--- src/rtl/lsu_agu_split_pkg.sv ---
// rtl/lsu_agu_split_pkg.sv - shared size codes, FSM encodings and lane helpers for the AGU
package lsu_agu_split_pkg;

  localparam int XLEN_C = 32;
  localparam int LANES  = XLEN_C / 8;

  localparam logic [1:0] SZ_B = 2'b00;
  localparam logic [1:0] SZ_H = 2'b01;
  localparam logic [1:0] SZ_W = 2'b10;
  localparam logic [1:0] SZ_R = 2'b11;

  localparam logic [2:0] IDLE = 3'd0;
  localparam logic [2:0] CMD0 = 3'd1;
  localparam logic [2:0] RSP0 = 3'd2;
  localparam logic [2:0] CMD1 = 3'd3;
  localparam logic [2:0] RSP1 = 3'd4;
  localparam logic [2:0] WB   = 3'd5;

  // Byte-enable pattern of an access at offset 0, widened so it can be shifted across two beats
  function automatic logic [2*LANES-1:0] size_mask8(input logic [1:0] size);
    case (size)
      SZ_B:    size_mask8 = 8'b0000_0001;
      SZ_H:    size_mask8 = 8'b0000_0011;
      SZ_W:    size_mask8 = 8'b0000_1111;
      default: size_mask8 = 8'b0000_0000;
    endcase
  endfunction

  function automatic logic misaligned(input logic [1:0] size, input logic [1:0] off);
    misaligned = (size == SZ_R) ||
                 ((size == SZ_H) && (off == 2'd3)) ||
                 ((size == SZ_W) && (off != 2'd0));
  endfunction

endpackage

--- src/rtl/lsu_agu_split_if.sv ---
// rtl/lsu_agu_split_if.sv - op, bus command/response and write-back channels of the AGU
interface lsu_agu_split_if #(
  parameter int XLEN   = 32,
  parameter int ADDR_W = 16,
  parameter int ITAG_W = 2
);
  logic              i_valid;
  logic              i_ready;
  logic [XLEN-1:0]   i_rs1;
  logic [XLEN-1:0]   i_rs2;
  logic [XLEN-1:0]   i_imm;
  logic              i_load;
  logic              i_store;
  logic [1:0]        i_size;
  logic              i_usign;
  logic [ITAG_W-1:0] i_itag;

  logic              cmd_valid;
  logic              cmd_ready;
  logic [ADDR_W-1:0] cmd_addr;
  logic              cmd_read;
  logic [XLEN-1:0]   cmd_wdata;
  logic [XLEN/8-1:0] cmd_wmask;
  logic [ITAG_W-1:0] cmd_itag;

  logic              rsp_valid;
  logic              rsp_ready;
  logic [XLEN-1:0]   rsp_rdata;
  logic              rsp_err;

  logic              o_valid;
  logic              o_ready;
  logic [XLEN-1:0]   o_wdat;
  logic [ITAG_W-1:0] o_itag;
  logic              o_err;

  modport slave (
    input  i_valid, i_rs1, i_rs2, i_imm, i_load, i_store, i_size, i_usign, i_itag,
    input  cmd_ready, rsp_valid, rsp_rdata, rsp_err, o_ready,
    output i_ready, cmd_valid, cmd_addr, cmd_read, cmd_wdata, cmd_wmask, cmd_itag,
    output rsp_ready, o_valid, o_wdat, o_itag, o_err
  );

  modport master (
    output i_valid, i_rs1, i_rs2, i_imm, i_load, i_store, i_size, i_usign, i_itag,
    output cmd_ready, rsp_valid, rsp_rdata, rsp_err, o_ready,
    input  i_ready, cmd_valid, cmd_addr, cmd_read, cmd_wdata, cmd_wmask, cmd_itag,
    input  rsp_ready, o_valid, o_wdat, o_itag, o_err
  );
endinterface

--- src/rtl/lsu_agu_ldalign.sv ---
// rtl/lsu_agu_ldalign.sv - combinational load data alignment and sign/zero extension
module lsu_agu_ldalign
  import lsu_agu_split_pkg::*;
#(
  parameter int XLEN = 32
) (
  input  logic [XLEN-1:0] rdata1,
  input  logic [XLEN-1:0] rdata0,
  input  logic [1:0]      off,
  input  logic [1:0]      size,
  input  logic            usign,
  output logic [XLEN-1:0] wdat
);

  logic [XLEN-1:0] shifted;

  assign shifted = XLEN'({rdata1, rdata0} >> {off, 3'b000});

  always_comb begin
    wdat = shifted;
    case (size)
      SZ_B:    wdat = {{(XLEN-8){~usign & shifted[7]}}, shifted[7:0]};
      SZ_H:    wdat = {{(XLEN-16){~usign & shifted[15]}}, shifted[15:0]};
      default: wdat = shifted;
    endcase
  end

endmodule

--- src/rtl/lsu_agu_split.sv ---
// rtl/lsu_agu_split.sv - load/store AGU issuing word-aligned beats, splitting misaligned accesses
module lsu_agu_split
  import lsu_agu_split_pkg::*;
#(
  parameter int XLEN     = 32,
  parameter int ADDR_W   = 16,
  parameter int ITAG_W   = 2,
  parameter int SPLIT_EN = 1
) (
  input  logic             clk,
  input  logic             rst,
  lsu_agu_split_if.slave   bus
);

  logic [2:0]        state;
  logic [ADDR_W-1:0] addr_q;
  logic [XLEN-1:0]   rs2_q;
  logic [XLEN-1:0]   rdata0_q;
  logic [XLEN-1:0]   rdata1_q;
  logic [1:0]        size_q;
  logic              usign_q;
  logic              load_q;
  logic              split_q;
  logic              err_q;
  logic [ITAG_W-1:0] itag_q;

  logic [ADDR_W-1:0] acc_addr;
  logic              acc_mem;
  logic              acc_mis;
  logic              acc_can_split;
  logic [7:0]        m8;
  logic [XLEN-1:0]   ld_wdat;

  assign acc_addr      = bus.i_rs1[ADDR_W-1:0] + bus.i_imm[ADDR_W-1:0];
  assign acc_mem       = bus.i_load | bus.i_store;
  assign acc_mis       = misaligned(bus.i_size, acc_addr[1:0]);
  assign acc_can_split = (SPLIT_EN != 0) && (bus.i_size != SZ_R);

  always_ff @(posedge clk or posedge rst) begin
    if (rst) begin
      state    <= IDLE;
      addr_q   <= '0;
      rs2_q    <= '0;
      rdata0_q <= '0;
      rdata1_q <= '0;
      size_q   <= '0;
      usign_q  <= 1'b0;
      load_q   <= 1'b0;
      split_q  <= 1'b0;
      err_q    <= 1'b0;
      itag_q   <= '0;
    end else begin
      case (state)
        IDLE: if (bus.i_valid) begin
          addr_q   <= acc_addr;
          rs2_q    <= bus.i_rs2;
          size_q   <= bus.i_size;
          usign_q  <= bus.i_usign;
          load_q   <= bus.i_load;
          itag_q   <= bus.i_itag;
          rdata0_q <= '0;
          rdata1_q <= '0;
          split_q  <= acc_mis & acc_can_split;
          // Non-memory ops and unsplittable misaligned ops complete without touching the bus
          err_q    <= acc_mem & acc_mis & ~acc_can_split;
          if (!acc_mem || (acc_mis && !acc_can_split)) state <= WB;
          else                                          state <= CMD0;
        end
        CMD0: if (bus.cmd_ready) state <= RSP0;
        RSP0: if (bus.rsp_valid) begin
          rdata0_q <= bus.rsp_rdata;
          err_q    <= bus.rsp_err;
          if (bus.rsp_err)  state <= WB;
          else if (split_q) state <= CMD1;
          else              state <= WB;
        end
        CMD1: if (bus.cmd_ready) state <= RSP1;
        RSP1: if (bus.rsp_valid) begin
          rdata1_q <= bus.rsp_rdata;
          err_q    <= err_q | bus.rsp_err;
          state    <= WB;
        end
        WB:   if (bus.o_ready) state <= IDLE;
        default: state <= IDLE;
      endcase
    end
  end

  assign m8 = size_mask8(size_q) << addr_q[1:0];

  assign bus.i_ready   = (state == IDLE);
  assign bus.cmd_valid = (state == CMD0) || (state == CMD1);
  assign bus.cmd_addr  = {addr_q[ADDR_W-1:2], 2'b00} + ((state == CMD1) ? ADDR_W'(4) : '0);
  assign bus.cmd_read  = load_q;
  // Rotate store data left by the byte offset so each byte lands on its lane in either beat
  assign bus.cmd_wdata = XLEN'({rs2_q, rs2_q} >> (XLEN - 8 * int'(addr_q[1:0])));
  assign bus.cmd_wmask = load_q ? '0 : ((state == CMD1) ? m8[7:4] : m8[3:0]);
  assign bus.cmd_itag  = itag_q;
  assign bus.rsp_ready = (state == RSP0) || (state == RSP1);

  lsu_agu_ldalign #(.XLEN(XLEN)) u_ldalign (
    .rdata1 (rdata1_q),
    .rdata0 (rdata0_q),
    .off    (addr_q[1:0]),
    .size   (size_q),
    .usign  (usign_q),
    .wdat   (ld_wdat)
  );

  assign bus.o_valid = (state == WB);
  assign bus.o_wdat  = (load_q && !err_q) ? ld_wdat : '0;
  assign bus.o_itag  = itag_q;
  assign bus.o_err   = err_q;

endmodule

--- src/flat_wrapper.sv ---
// flat-port wrapper written by rule: the top's interface ports become plain ports
module lsu_agu_split_flat import lsu_agu_split_pkg::*;
#(
  parameter int XLEN     = 32,
  parameter int ADDR_W   = 16,
  parameter int ITAG_W   = 2,
  parameter int SPLIT_EN = 1
)
  (clk, rst, bus_i_valid, bus_i_rs1, bus_i_rs2, bus_i_imm, bus_i_load, bus_i_store, bus_i_size, bus_i_usign, bus_i_itag, bus_cmd_ready, bus_rsp_valid, bus_rsp_rdata, bus_rsp_err, bus_o_ready, bus_i_ready, bus_cmd_valid, bus_cmd_addr, bus_cmd_read, bus_cmd_wdata, bus_cmd_wmask, bus_cmd_itag, bus_rsp_ready, bus_o_valid, bus_o_wdat, bus_o_itag, bus_o_err);
  lsu_agu_split_if #(.XLEN(XLEN), .ADDR_W(ADDR_W), .ITAG_W(ITAG_W)) bus_i ();
  input  logic clk;
  input  logic rst;
  input wire logic [$bits(bus_i.i_valid)-1:0] bus_i_valid;
  input wire logic [$bits(bus_i.i_rs1)-1:0] bus_i_rs1;
  input wire logic [$bits(bus_i.i_rs2)-1:0] bus_i_rs2;
  input wire logic [$bits(bus_i.i_imm)-1:0] bus_i_imm;
  input wire logic [$bits(bus_i.i_load)-1:0] bus_i_load;
  input wire logic [$bits(bus_i.i_store)-1:0] bus_i_store;
  input wire logic [$bits(bus_i.i_size)-1:0] bus_i_size;
  input wire logic [$bits(bus_i.i_usign)-1:0] bus_i_usign;
  input wire logic [$bits(bus_i.i_itag)-1:0] bus_i_itag;
  input wire logic [$bits(bus_i.cmd_ready)-1:0] bus_cmd_ready;
  input wire logic [$bits(bus_i.rsp_valid)-1:0] bus_rsp_valid;
  input wire logic [$bits(bus_i.rsp_rdata)-1:0] bus_rsp_rdata;
  input wire logic [$bits(bus_i.rsp_err)-1:0] bus_rsp_err;
  input wire logic [$bits(bus_i.o_ready)-1:0] bus_o_ready;
  output wire logic [$bits(bus_i.i_ready)-1:0] bus_i_ready;
  output wire logic [$bits(bus_i.cmd_valid)-1:0] bus_cmd_valid;
  output wire logic [$bits(bus_i.cmd_addr)-1:0] bus_cmd_addr;
  output wire logic [$bits(bus_i.cmd_read)-1:0] bus_cmd_read;
  output wire logic [$bits(bus_i.cmd_wdata)-1:0] bus_cmd_wdata;
  output wire logic [$bits(bus_i.cmd_wmask)-1:0] bus_cmd_wmask;
  output wire logic [$bits(bus_i.cmd_itag)-1:0] bus_cmd_itag;
  output wire logic [$bits(bus_i.rsp_ready)-1:0] bus_rsp_ready;
  output wire logic [$bits(bus_i.o_valid)-1:0] bus_o_valid;
  output wire logic [$bits(bus_i.o_wdat)-1:0] bus_o_wdat;
  output wire logic [$bits(bus_i.o_itag)-1:0] bus_o_itag;
  output wire logic [$bits(bus_i.o_err)-1:0] bus_o_err;
  assign bus_i.i_valid = bus_i_valid;
  assign bus_i.i_rs1 = bus_i_rs1;
  assign bus_i.i_rs2 = bus_i_rs2;
  assign bus_i.i_imm = bus_i_imm;
  assign bus_i.i_load = bus_i_load;
  assign bus_i.i_store = bus_i_store;
  assign bus_i.i_size = bus_i_size;
  assign bus_i.i_usign = bus_i_usign;
  assign bus_i.i_itag = bus_i_itag;
  assign bus_i.cmd_ready = bus_cmd_ready;
  assign bus_i.rsp_valid = bus_rsp_valid;
  assign bus_i.rsp_rdata = bus_rsp_rdata;
  assign bus_i.rsp_err = bus_rsp_err;
  assign bus_i.o_ready = bus_o_ready;
  assign bus_i_ready = bus_i.i_ready;
  assign bus_cmd_valid = bus_i.cmd_valid;
  assign bus_cmd_addr = bus_i.cmd_addr;
  assign bus_cmd_read = bus_i.cmd_read;
  assign bus_cmd_wdata = bus_i.cmd_wdata;
  assign bus_cmd_wmask = bus_i.cmd_wmask;
  assign bus_cmd_itag = bus_i.cmd_itag;
  assign bus_rsp_ready = bus_i.rsp_ready;
  assign bus_o_valid = bus_i.o_valid;
  assign bus_o_wdat = bus_i.o_wdat;
  assign bus_o_itag = bus_i.o_itag;
  assign bus_o_err = bus_i.o_err;
  lsu_agu_split #(.XLEN(XLEN), .ADDR_W(ADDR_W), .ITAG_W(ITAG_W), .SPLIT_EN(SPLIT_EN)) u_core (.clk(clk), .rst(rst), .bus(bus_i));
endmodule
--- config.mk ---
export PLATFORM = sky130hd
export DESIGN_NAME = lsu_agu_split_flat
export DESIGN_NICKNAME = d
export VERILOG_FILES = /design/src/rtl/lsu_agu_split_pkg.sv /design/src/rtl/lsu_agu_split_if.sv /design/src/rtl/lsu_agu_ldalign.sv /design/src/rtl/lsu_agu_split.sv /design/src/flat_wrapper.sv
export SDC_FILE = /design/constraint.sdc
export NUM_CORES = 1
export LEC_CHECK = 0
export BUFFER_PORTS_ARGS = -buffer_cell sky130_fd_sc_hd__buf_2
export CORE_AREA = 2 2 137 126
export CTS_CLUSTER_SIZE = 12
export DETAILED_ROUTE_END_ITERATION = 6
export DIE_AREA = 0 0 139 128
export PLACE_DENSITY = 0.76
export SYNTH_ARGS = -nofsm -noshare
export SYNTH_HDL_FRONTEND = slang
export SYNTH_SLANG_ARGS = --single-unit
--- constraint.sdc ---
create_clock -name clk -period 4.6 [get_ports clk]
set_input_delay 1.38 -clock clk [delete_from_list [all_inputs] [get_ports clk]]
set_output_delay 1.38 -clock clk [all_outputs]
set_load 0.1 [all_outputs]
==> run_results.csv <==
group,metric,value,unit
sta,finalCritPeriodShare,0.966,
floorplan,core,16400,um2
floorplan,start_util,0.461,
clocking,clk_pin_slew_worst_paths,0.05,ns
grt,antenna_found_initial,4,
floorplan,num_io_pins,236,
setup_path,timing.rr.end,"u_core.rdata0_q[1]",
final_layout,syn2layout_area_growth,34.8,%
clocking,postCtsSetupBuffers,0,
grt,grt_pass1_wl,34.6,mm
sta,maxSlewViolCount,0,
setup_path,critPathArrivalTime,3.07,ns
sta,max_freq,225,MHz
sta,rsz0062_at_grt,"false",
sta,period_minus_slack,4.45,ns
sta,hold_viol_final,0,
grt,grt_use_total,0.245,
clocking,htreeDepth,4,
setup_path,critPathMaxStageDelay,0.54,ns
clocking,cts_tree,"built",
placed_design,globalplace.congestion,0.916,
route,vias_per_cell,5.51,
placed_design,hpwl,15.6,mm
setup_path,startpoint_type,"flip-flop",
setup_path,criticalPathCategory,"reg -> out",
yosys,avgSynthCellArea,8.67,um2
yosys,yosysSeqAreaShare,0.380,
min_path,hp-start,"u_core.rdata0_q[2]",
setup_path,cp.required,3.22,ns
clocking,clockBufferDepth,2,
yosys,synth.distinct_cells,54,
final_layout,fillers,1323,
min_path,hp-class,"reg -> reg",
sta,skew,0.00599,ns
setup_path,end_kind,"output port",
route,wl,21.7,mm
floorplan,die_y,128,um
yosys,postSynthCellCount,874,
clocking,root_buffer,"clkbuf_16",
yosys,synth_seq_cells,115,
final_layout,final_nets,1208,
setup_path,critPathMaxFanout,10,
route,dr.pass1.iters,5,
route,drt-initial-drc-count,547,
flow_run,cap_violations,0,
placed_design,io_buffers,201,
setup_path,worst-path-buf-inv,1,
route,vias,7002,
grt,grt_max_degree,62,
yosys,syn_area,7580,um2
setup_path,r2r-start,"u_core.state[2]",
sta,fin_setup_tns,0,ns
final_layout,final_util,0.622,
sta,slew_headroom,0.529,
clocking,numCtsBuffers,17,
clocking,clk_latency,0.42,ns
final_layout,drive_above_1_share,0.301,
setup_path,crit_family,"simple AND/OR/NAND/NOR gates",
min_path,min_to,"u_core.rdata0_q[2]",
route,wl_per_cell,17.1,um
floorplan,dieArea,17800,um2
setup_path,r2r_cells,6,
floorplan,die_x,139,um
setup_path,reg2reg_setup_slack,2.10,ns
min_path,hold_path_depth,2,
grt,grt_overflow,0,
clocking,postCtsHoldBufs,0,
grt,grt_pass1_vias,6631,
sta,setup_viol,0,
route,drtAntennaViolNets,0,
yosys,yosys_warnings,0,
sta,tightest_slew,0.706,ns
clocking,clkSinkCount,115,
floorplan,rows,45,
setup_path,cpMaxStageDelayCell,"dfrtp_1",
route,drc,0,
sta,hold_ws,0.488,ns
outcome,status,"completed",
setup_path,crit_path_cell_trace,"nor2b_4, and2_2, ha_1, ha_1, nand2_1, or2_2, nor2_1, nand2_1, xnor2_2, buf_4",
==> through the flow <==
| stage | cells | setup slack (ns) | cell area, um2 |
|---|---|---|---|
| finish | 1270 | 0.155 | 10200 |
| global route | 1268 | 0.0150 | 10200 |
| CTS | 1267 | 0.00633 | 10200 |
| detailed placement | 1235 | 0.411 | 9550 |
| global placement | 1235 | 0.442 | 9550 |
| floorplan | 875 | -0.181 | 7690 |
==> placed cells by master (no fill, tap or decap), types with 22 or more instances in the layout <==
cell     netlist  final
a21oi_1       44     44
mux2i_1       46     37
ha_1          22     22
nor2_1        28     28
buf_12         0     56
buf_2         25    141
nand2_1      283    283
o21ai_0       74     74
mux4_2        32     32
dfrtp_1      115    113
==> logic make-up after synthesis <==
family	Yosys count	share of synthesized area
AO/OA/AOI/OAI	185	0.142
XOR/XNOR	23	0.0266
adder cells (fa/ha/maj)	23	0.0390
buffers and inverters	78	0.0536
flip-flops	115	0.380
multiplexers	79	0.157
other	1	0.000495
AND/OR/NAND/NOR	370	0.202
==> layer usage <==
| layer | track usage | share of wire |
|---|---|---|
| met2 | 0.371 | 0.46 |
| met3 | 0.0620 | 0.074 |
| met5 | 0 | 0.0011 |
| met4 | 0.0778 | 0.022 |
| met1 | 0.348 | 0.44 |
==> worst max path at each step <==
stage / startpoint / end / slack, ns / cells past startpoint
floorplan: u_core.addr_q[1] / bus_cmd_wdata[12] / -0.18 / 8
global placement: u_core.state[1] / bus_cmd_addr[12] / 0.44 / 10
detailed placement: u_core.state[1] / bus_cmd_addr[14] / 0.41 / 10
CTS: u_core.state[1] / bus_cmd_addr[10] / 0.006 / 9
global route: u_core.state[1] / bus_cmd_addr[12] / 0.01 / 10
finish: u_core.state[1] / bus_cmd_addr[12] / 0.15 / 10
==> repair_timing <==
| item | CTS | global route |
|---|---|---|
| endpoints found under the setup margin | 2 | 11 |
| resized for setup | 2 | 6 |
| hold endpoints to repair | 0 | 0 |
==> cells in the mapped netlist, drive strengths merged <==
library cell	number	share of area
o41ai	1	0.0012
nand2b	4	0.0033
fa	1	0.0026
a22oi	8	0.0079
buf	43	0.036
a211o	1	0.0012
o31a	1	0.0012
o21a	3	0.0030
dfrtp	115	0.38
or4	3	0.0030
o22ai	16	0.013
and2	4	0.0033
o21ai	84	0.055
or3	1	0.00083
a21oi	47	0.034
mux2	1	0.0015
nor2	28	0.014
nor2b	5	0.0051
o21bai	1	0.00099
clkbuf	24	0.012
a211oi	2	0.0020
nand3	16	0.011
nand4	2	0.0017
mux2i	46	0.061
ha	22	0.036
xnor2	11	0.013
mux4	32	0.095
nor3	6	0.0046
a221oi	1	0.0012
o2111ai	3	0.0035
o32ai	1	0.0012
nand2	284	0.14
nor3b	2	0.0020
and3	10	0.0083
a31oi	4	0.0033
nand3b	1	0.00099
or2	4	0.0033
conb	1	0.00049
o211ai	5	0.0050
a21o	5	0.0050
xor2	12	0.014
a2111oi	2	0.0031
inv	11	0.0054
==> tightest hold or removal path: stages (launching register included) <==
cell,delay (ns)
dfrtp_1,0.34
nand2_1,0.05
o21ai_0,0.06
==> state kept, by name (all words and copies together), names as in the netlist <==
signal and flops:
u_core.bus.cmd_read 1, u_core.rdata0_q 32, u_core.rs2_q 32, u_core.rdata1_q 24, u_core.split_q 1, u_core.size_q 2
u_core.bus.o_err 1, u_core.addr_q 16, u_core.bus.cmd_itag 2, u_core.state 3, u_core.usign_q 1
==> cell type report <==
cell class | count | area [um2] | share of cell area
timing repair buffer | 216 | 1970 | 0.193
sequential | 115 | 2880 | 0.282
clock inverter | 12 | 179 | 0.0175
inverter | 11 | 43.8 | 0.00429
multi-input combinational | 682 | 4420 | 0.432
clock buffer | 20 | 457 | 0.0447
antenna | 3 | 7.51 | 0.000735
tap | 211 | 264 | 0.0258
Power is not shown: default switching activity piles up to over one toggle a cycle in this logic, so the estimate is an artifact.
